--- config.mk ---
export PLATFORM = sky130hd
export DESIGN_NAME = store_align_buffer_flat
export DESIGN_NICKNAME = d
export VERILOG_FILES = /design/src/rtl/store_align_buffer_if.sv /design/src/rtl/store_align_buffer.sv /design/src/flat_wrapper.sv
export SDC_FILE = /design/constraint.sdc
export NUM_CORES = 1
export LEC_CHECK = 0
export BUFFER_PORTS_ARGS = -buffer_cell sky130_fd_sc_hd__buf_2
export CAP_MARGIN = 30
export CORE_ASPECT_RATIO = 1.25
export CORE_UTILIZATION = 40
export DETAILED_ROUTE_END_ITERATION = 16
export PLACE_DENSITY = 0.73
export SYNTH_ARGS = -nofsm -noshare
export SYNTH_HDL_FRONTEND = slang
export SYNTH_SLANG_ARGS = --single-unit
--- constraint.sdc ---
create_clock -name clk -period 16.5 [get_ports clk]
set_clock_uncertainty 0.15 [all_clocks]
set_input_delay 2.475 -clock clk [delete_from_list [all_inputs] [get_ports clk]]
set_output_delay 2.475 -clock clk [all_outputs]
set_load 0.05 [all_outputs]
--- src/rtl/store_align_buffer_if.sv ---
`default_nettype none
// ============================================================================
// Module   : store_align_buffer_if
// Brief    : Store-request and memory-port bundle for store_align_buffer.
// Revision : 1.0  initial release
// ============================================================================
interface store_align_buffer_if #(
    parameter int DSIZE = 32,
    parameter int ASIZE = 32
);
    logic             st_valid;
    logic             st_ready;
    logic [1:0]       st_size;
    logic [ASIZE-1:0] st_addr;
    logic [DSIZE-1:0] st_data;
    logic             st_err;
    logic             mem_req;
    logic [ASIZE-1:0] mem_addr;
    logic [DSIZE-1:0] mem_wdata;
    logic [3:0]       mem_be;
    logic             mem_ack;
    logic             buf_empty;

    // MEM stage plus memory side, as seen from outside the buffer
    modport master (
        output st_valid, st_size, st_addr, st_data, mem_ack,
        input  st_ready, st_err, mem_req, mem_addr, mem_wdata, mem_be, buf_empty
    );

    modport slave (
        input  st_valid, st_size, st_addr, st_data, mem_ack,
        output st_ready, st_err, mem_req, mem_addr, mem_wdata, mem_be, buf_empty
    );
endinterface
`default_nettype wire

--- src/rtl/store_align_buffer.sv ---
`default_nettype none
// ============================================================================
// Module   : store_align_buffer
// Brief    : Lane-aligns byte/half/word stores and queues them for memory.
// Revision : 1.0  initial release
// ============================================================================
module store_align_buffer #(
    parameter int DSIZE = 32,
    parameter int ASIZE = 32,
    parameter int DEPTH = 2
) (
    input  wire logic           clk,
    input  wire logic           rst,
    store_align_buffer_if.slave bus
);
    localparam int c_PW = $clog2(DEPTH);
    localparam int c_CW = $clog2(DEPTH + 1);
    localparam logic [c_CW-1:0] c_FULL_CNT = c_CW'(DEPTH);
    localparam logic [c_PW-1:0] c_PTR_ONE  = c_PW'(1);
    localparam logic [c_CW-1:0] c_CNT_ONE  = c_CW'(1);

    logic [ASIZE-1:0] r_addrMem [DEPTH];
    logic [DSIZE-1:0] r_dataMem [DEPTH];
    logic [3:0]       r_beMem   [DEPTH];
    logic [c_PW-1:0]  r_wrPtr;
    logic [c_PW-1:0]  r_rdPtr;
    logic [c_CW-1:0]  r_count;
    logic             r_err;

    logic             w_full;
    logic             w_empty;
    logic             w_accept;
    logic             w_push;
    logic             w_pop;
    logic             w_misaligned;
    logic [1:0]       w_lane;
    logic [DSIZE-1:0] w_fmtData;
    logic [3:0]       w_fmtBe;
    logic [ASIZE-1:0] w_fmtAddr;

    assign w_full   = (r_count == c_FULL_CNT);
    assign w_empty  = (r_count == '0);
    assign w_accept = bus.st_valid && !w_full;
    assign w_push   = w_accept && !w_misaligned;
    assign w_pop    = bus.mem_ack && !w_empty;
    assign w_lane   = bus.st_addr[1:0];
    assign w_fmtAddr = {bus.st_addr[ASIZE-1:2], 2'b00};

    // Replicate the low bits across lanes so the enable mask alone picks the target bytes
    always_comb begin
        w_fmtData    = '0;
        w_fmtBe      = 4'b0000;
        w_misaligned = 1'b1;
        case (bus.st_size)
            2'b00: begin
                w_fmtData    = {4{bus.st_data[7:0]}};
                w_fmtBe      = 4'b0001 << w_lane;
                w_misaligned = 1'b0;
            end
            2'b01: begin
                w_fmtData    = {2{bus.st_data[15:0]}};
                w_fmtBe      = w_lane[1] ? 4'b1100 : 4'b0011;
                w_misaligned = w_lane[0];
            end
            2'b10: begin
                w_fmtData    = bus.st_data;
                w_fmtBe      = 4'b1111;
                w_misaligned = |w_lane;
            end
            default: begin
                w_misaligned = 1'b1;
            end
        endcase
    end

    always_ff @(posedge clk) begin
        if (rst) begin
            r_wrPtr <= '0;
            r_rdPtr <= '0;
            r_count <= '0;
            r_err   <= 1'b0;
        end else begin
            r_err <= w_accept && w_misaligned;
            if (w_push) begin
                r_wrPtr <= r_wrPtr + c_PTR_ONE;
            end
            if (w_pop) begin
                r_rdPtr <= r_rdPtr + c_PTR_ONE;
            end
            if (w_push && !w_pop) begin
                r_count <= r_count + c_CNT_ONE;
            end else if (w_pop && !w_push) begin
                r_count <= r_count - c_CNT_ONE;
            end
        end
    end

    // Storage needs no reset: outputs are gated by the empty flag
    always_ff @(posedge clk) begin
        if (!rst && w_push) begin
            r_addrMem[r_wrPtr] <= w_fmtAddr;
            r_dataMem[r_wrPtr] <= w_fmtData;
            r_beMem[r_wrPtr]   <= w_fmtBe;
        end
    end

    assign bus.st_ready  = !w_full;
    assign bus.st_err    = r_err;
    assign bus.mem_req   = !w_empty;
    assign bus.buf_empty = w_empty;
    assign bus.mem_addr  = w_empty ? '0 : r_addrMem[r_rdPtr];
    assign bus.mem_wdata = w_empty ? '0 : r_dataMem[r_rdPtr];
    assign bus.mem_be    = w_empty ? 4'b0000 : r_beMem[r_rdPtr];
endmodule
`default_nettype wire

--- src/flat_wrapper.sv ---
// flat-port wrapper written by rule: the top's interface ports become plain ports
module store_align_buffer_flat 
#(
    parameter int DSIZE = 32,
    parameter int ASIZE = 32,
    parameter int DEPTH = 2
)
  (clk, rst, bus_st_valid, bus_st_size, bus_st_addr, bus_st_data, bus_mem_ack, bus_st_ready, bus_st_err, bus_mem_req, bus_mem_addr, bus_mem_wdata, bus_mem_be, bus_buf_empty);
  store_align_buffer_if #(.DSIZE(DSIZE), .ASIZE(ASIZE)) bus_i ();
  input  wire logic clk;
  input  wire logic rst;
  input wire logic [$bits(bus_i.st_valid)-1:0] bus_st_valid;
  input wire logic [$bits(bus_i.st_size)-1:0] bus_st_size;
  input wire logic [$bits(bus_i.st_addr)-1:0] bus_st_addr;
  input wire logic [$bits(bus_i.st_data)-1:0] bus_st_data;
  input wire logic [$bits(bus_i.mem_ack)-1:0] bus_mem_ack;
  output wire logic [$bits(bus_i.st_ready)-1:0] bus_st_ready;
  output wire logic [$bits(bus_i.st_err)-1:0] bus_st_err;
  output wire logic [$bits(bus_i.mem_req)-1:0] bus_mem_req;
  output wire logic [$bits(bus_i.mem_addr)-1:0] bus_mem_addr;
  output wire logic [$bits(bus_i.mem_wdata)-1:0] bus_mem_wdata;
  output wire logic [$bits(bus_i.mem_be)-1:0] bus_mem_be;
  output wire logic [$bits(bus_i.buf_empty)-1:0] bus_buf_empty;
  assign bus_i.st_valid = bus_st_valid;
  assign bus_i.st_size = bus_st_size;
  assign bus_i.st_addr = bus_st_addr;
  assign bus_i.st_data = bus_st_data;
  assign bus_i.mem_ack = bus_mem_ack;
  assign bus_st_ready = bus_i.st_ready;
  assign bus_st_err = bus_i.st_err;
  assign bus_mem_req = bus_i.mem_req;
  assign bus_mem_addr = bus_i.mem_addr;
  assign bus_mem_wdata = bus_i.mem_wdata;
  assign bus_mem_be = bus_i.mem_be;
  assign bus_buf_empty = bus_i.buf_empty;
  store_align_buffer #(.DSIZE(DSIZE), .ASIZE(ASIZE), .DEPTH(DEPTH)) u_core (.clk(clk), .rst(rst), .bus(bus_i));
endmodule
==> flow_metrics.py <==
metrics = {
    "drt": {
        "post_drt_wl_per_cell_um": 16.3,
        "via_per_inst": 4.89,
        "drc": 0,
        "vias": 3544,
        "drt_wl_total_um": 11800,
        "ant_nets": 0,
        "drtIter0Drc": 116,
        "firstDrtPassIters": 4,
    },
    "cts": {
        "cts.clk_slew.worst_paths_ps": 60,
        "numCtsBuffers": 17,
        "cts_setup_buffers": 0,
        "cts_root_buffer": "clkbuf_16",
        "clk_latency_ps": 400,
        "h-tree-depth": 4,
        "clock_path_buffers": 2,
        "cts_tree": "done",
        "post_cts_resized": 0,
        "hold_buffers": 0,
        "clock_sinks": 138,
    },
    "floorplan": {
        "fp.dieArea_sq_mm": 0.0150,
        "initial_core_util_pct": 41.4,
        "die_x_um": 110,
        "io_pins": 142,
        "core_area_sq_mm": 0.0140,
        "row_count": 48,
        "dieHeight_um": 136,
    },
    "setup_path": {
        "worst_ep_required_time_ps": 13880,
        "crit_fanout": 36,
        "start_kind": "flip-flop",
        "ff2ff_path_depth": 3,
        "cp.arrival_ps": 2060,
        "path_class": "reg2out",
        "rrSetupSlack_ps": 14370,
        "r2r-end": "u_core.r_addrMem[0][13]",
        "cp-end-kind": "output pin",
        "crit_start": "u_core.r_count[0]",
        "critPathCapture": "bus_mem_wdata[20]",
        "timing.rr.start": "u_core.r_count[0]",
    },
    "synth": {
        "synth.most_common_cell": "edfxtp_1",
        "avgSynthCellArea_sq_um": 14.4,
        "synth_area_leaders": "edfxtp_1 (68%), mux2i_1 (13%), nor2_1 (5.1%)",
        "synth_edf_count": 132,
        "synth_common_cells": "edfxtp_1 (132), nor2_1 (78), mux2i_1 (75), buf_2 (15)",
        "ys.flop_type": "edfxtp_1",
        "yosysWarnings": 0,
        "ys_seq_elements": 138,
        "seq_area_frac_synth_pct": 70.6,
        "synth_top_cell_by_area": "edfxtp_1",
        "yosysTopAreaCellShare_pct": 68.5,
        "synthCells": 402,
        "synthDistinctLibCells": 31,
        "synth_area_sq_mm": 0.00579,
        "synthArstFlopShare_pct": 0,
    },
    "timing": {
        "worst_pin_slew_ps": 939,
        "maxSlewHeadroom_pct": 37.1,
        "timing.final.crit_share_pct": 28.4,
        "fmax_mhz": 214,
        "timing.hold.ws_ps": 359,
        "rsz0062_at_grt": "false",
        "finalSetupViolations": 0,
        "slew_viol_final": 0,
        "hold_violations": 0,
        "setup_tns_ps": 0,
        "fin_crit_ps": 4680,
    },
    "grt": {
        "grt_max_degree": 67,
        "antenna_found_initial": 0,
        "gr-usage-all-layers_pct": 16.4,
        "grt_pass1_vias": 3539,
        "grt_pass1_wl_um": 17800,
        "grt.overflow.total": 0,
    },
    "layout": {
        "fillers": 1215,
        "nets": 608,
        "area_delta_synth_final_pct": 25.2,
        "drive_above_1_share_pct": 33.1,
        "design_area_sq_mm": 0.00724,
        "antenna_cells": 0,
        "final_cells": 725,
    },
    "place": {
        "place.gp.congestion": 0.796,
        "dpl_cell_area_sq_mm": 0.00663,
        "place_hpwl_um": 8330,
        "dp_cells": 693,
        "port_buffers": 139,
    },
    "pwr": {
        "vdd_drop_max_v": 0.000179,
        "p_per_area_mw_per_mm2": 190,
        "power_mw": 1.37,
        "leakage_nw": 2.88,
    },
    "run": {
        "cap_viol_max_count": 0,
    },
    "run_status": {
        "outcome": "finished, final reports clean",
    },
    "worst_hold_path": {
        "hp-class": "reg2reg",
    },
}
[state kept, by name, indices dropped and copies added (netlist names), named ones only]
| name | cells |
|---|---|
| u_core.bus.st_err | 1 |
| u_core.r_addrMem | 60 |
| u_core.r_beMem | 8 |
| u_core.r_count | 2 |
| u_core.r_dataMem | 64 |
| u_core.r_rdPtr | 1 |
| u_core.r_wrPtr | 1 |
[critical path, cell delays in order (launching register included)]
cell	delay, ps
dfxtp_1	340
or2_1	240
inv_2	470
buf_12	280
nor2_1	90
buf_2	210
[worst min path at each step]
stage,start,end,slack (ps),cells past startpoint
floorplan,u_core.r_rdPtr,flip-flop,320,2
global placement,u_core.r_count[1],u_core.r_count[1],340,2
detailed placement,u_core.r_rdPtr,flip-flop,340,2
CTS,u_core.r_rdPtr,flip-flop,360,2
global route,u_core.r_rdPtr,flip-flop,380,2
finish,u_core.r_rdPtr,flip-flop,360,2
[through the flow]
| step | worst slack (ps) | utilization [%] |
|---|---|---|
| after floorplan | 9230 | - |
| after global placement | 11900 | 47.0 |
| after detailed placement | 11840 | 47.3 |
| after CTS | 11780 | 51.8 |
| after global routing | 11660 | 51.8 |
| final | 11820 | 51.8 |
[final cells by class]
class	instances	area, sq um	share of cell area (%)
Tap cell	175	219	3.02
Clock inverter	7	47.5	0.656
Sequential cell	138	4090	56.4
Clock buffer	25	572	7.89
Multi-Input combinational cell	227	1520	21.0
Timing Repair Buffer	143	758	10.5
Inverter	10	37.5	0.518
[metal layers]
| layer | vias up | wire length [um] | GRT usage [%] | share of wire, % |
|---|---|---|---|---|
| met5 | - | 0 | 0 | 0 |
| met4 | 0 | 122 | 5.41 | 1.0 |
| met3 | 10 | 663 | 4.29 | 5.6 |
| met2 | 129 | 6150 | 29.2 | 52 |
| met1 | 1688 | 4860 | 19.0 | 41 |
| li1 | 1717 | - | - | - |
[cells by family after synthesis]
family,after synthesis,share of synthesized area [%]
other cells,1,0.0648
simple gates,100,7.22
xor+xnor,3,0.454
mux,76,13.2
buf+inv,38,3.44
compound gates,45,4.82
fa+ha+maj,1,0.216
flops,138,70.6
[report_power, final]
group	internal [mW]	leakage, nW	switching, mW
sequential	0.407	1.25	0.0187
combinational	0.137	1.32	0.436
clock	0.241	0.301	0.132
[placed cells by master, fill, tap and decap left out, types with 9 or more instances in the layout]
cell type,synthesis,routed
nor2_1,78,78
mux2i_1,75,75
o21ai_0,14,14
nand2_1,10,10
a21o_1,14,14
a21oi_1,13,13
clkbuf_16,0,22
edfxtp_1,132,132
inv_1,9,9
buf_2,15,139
(Power assumes the default switching activity.)
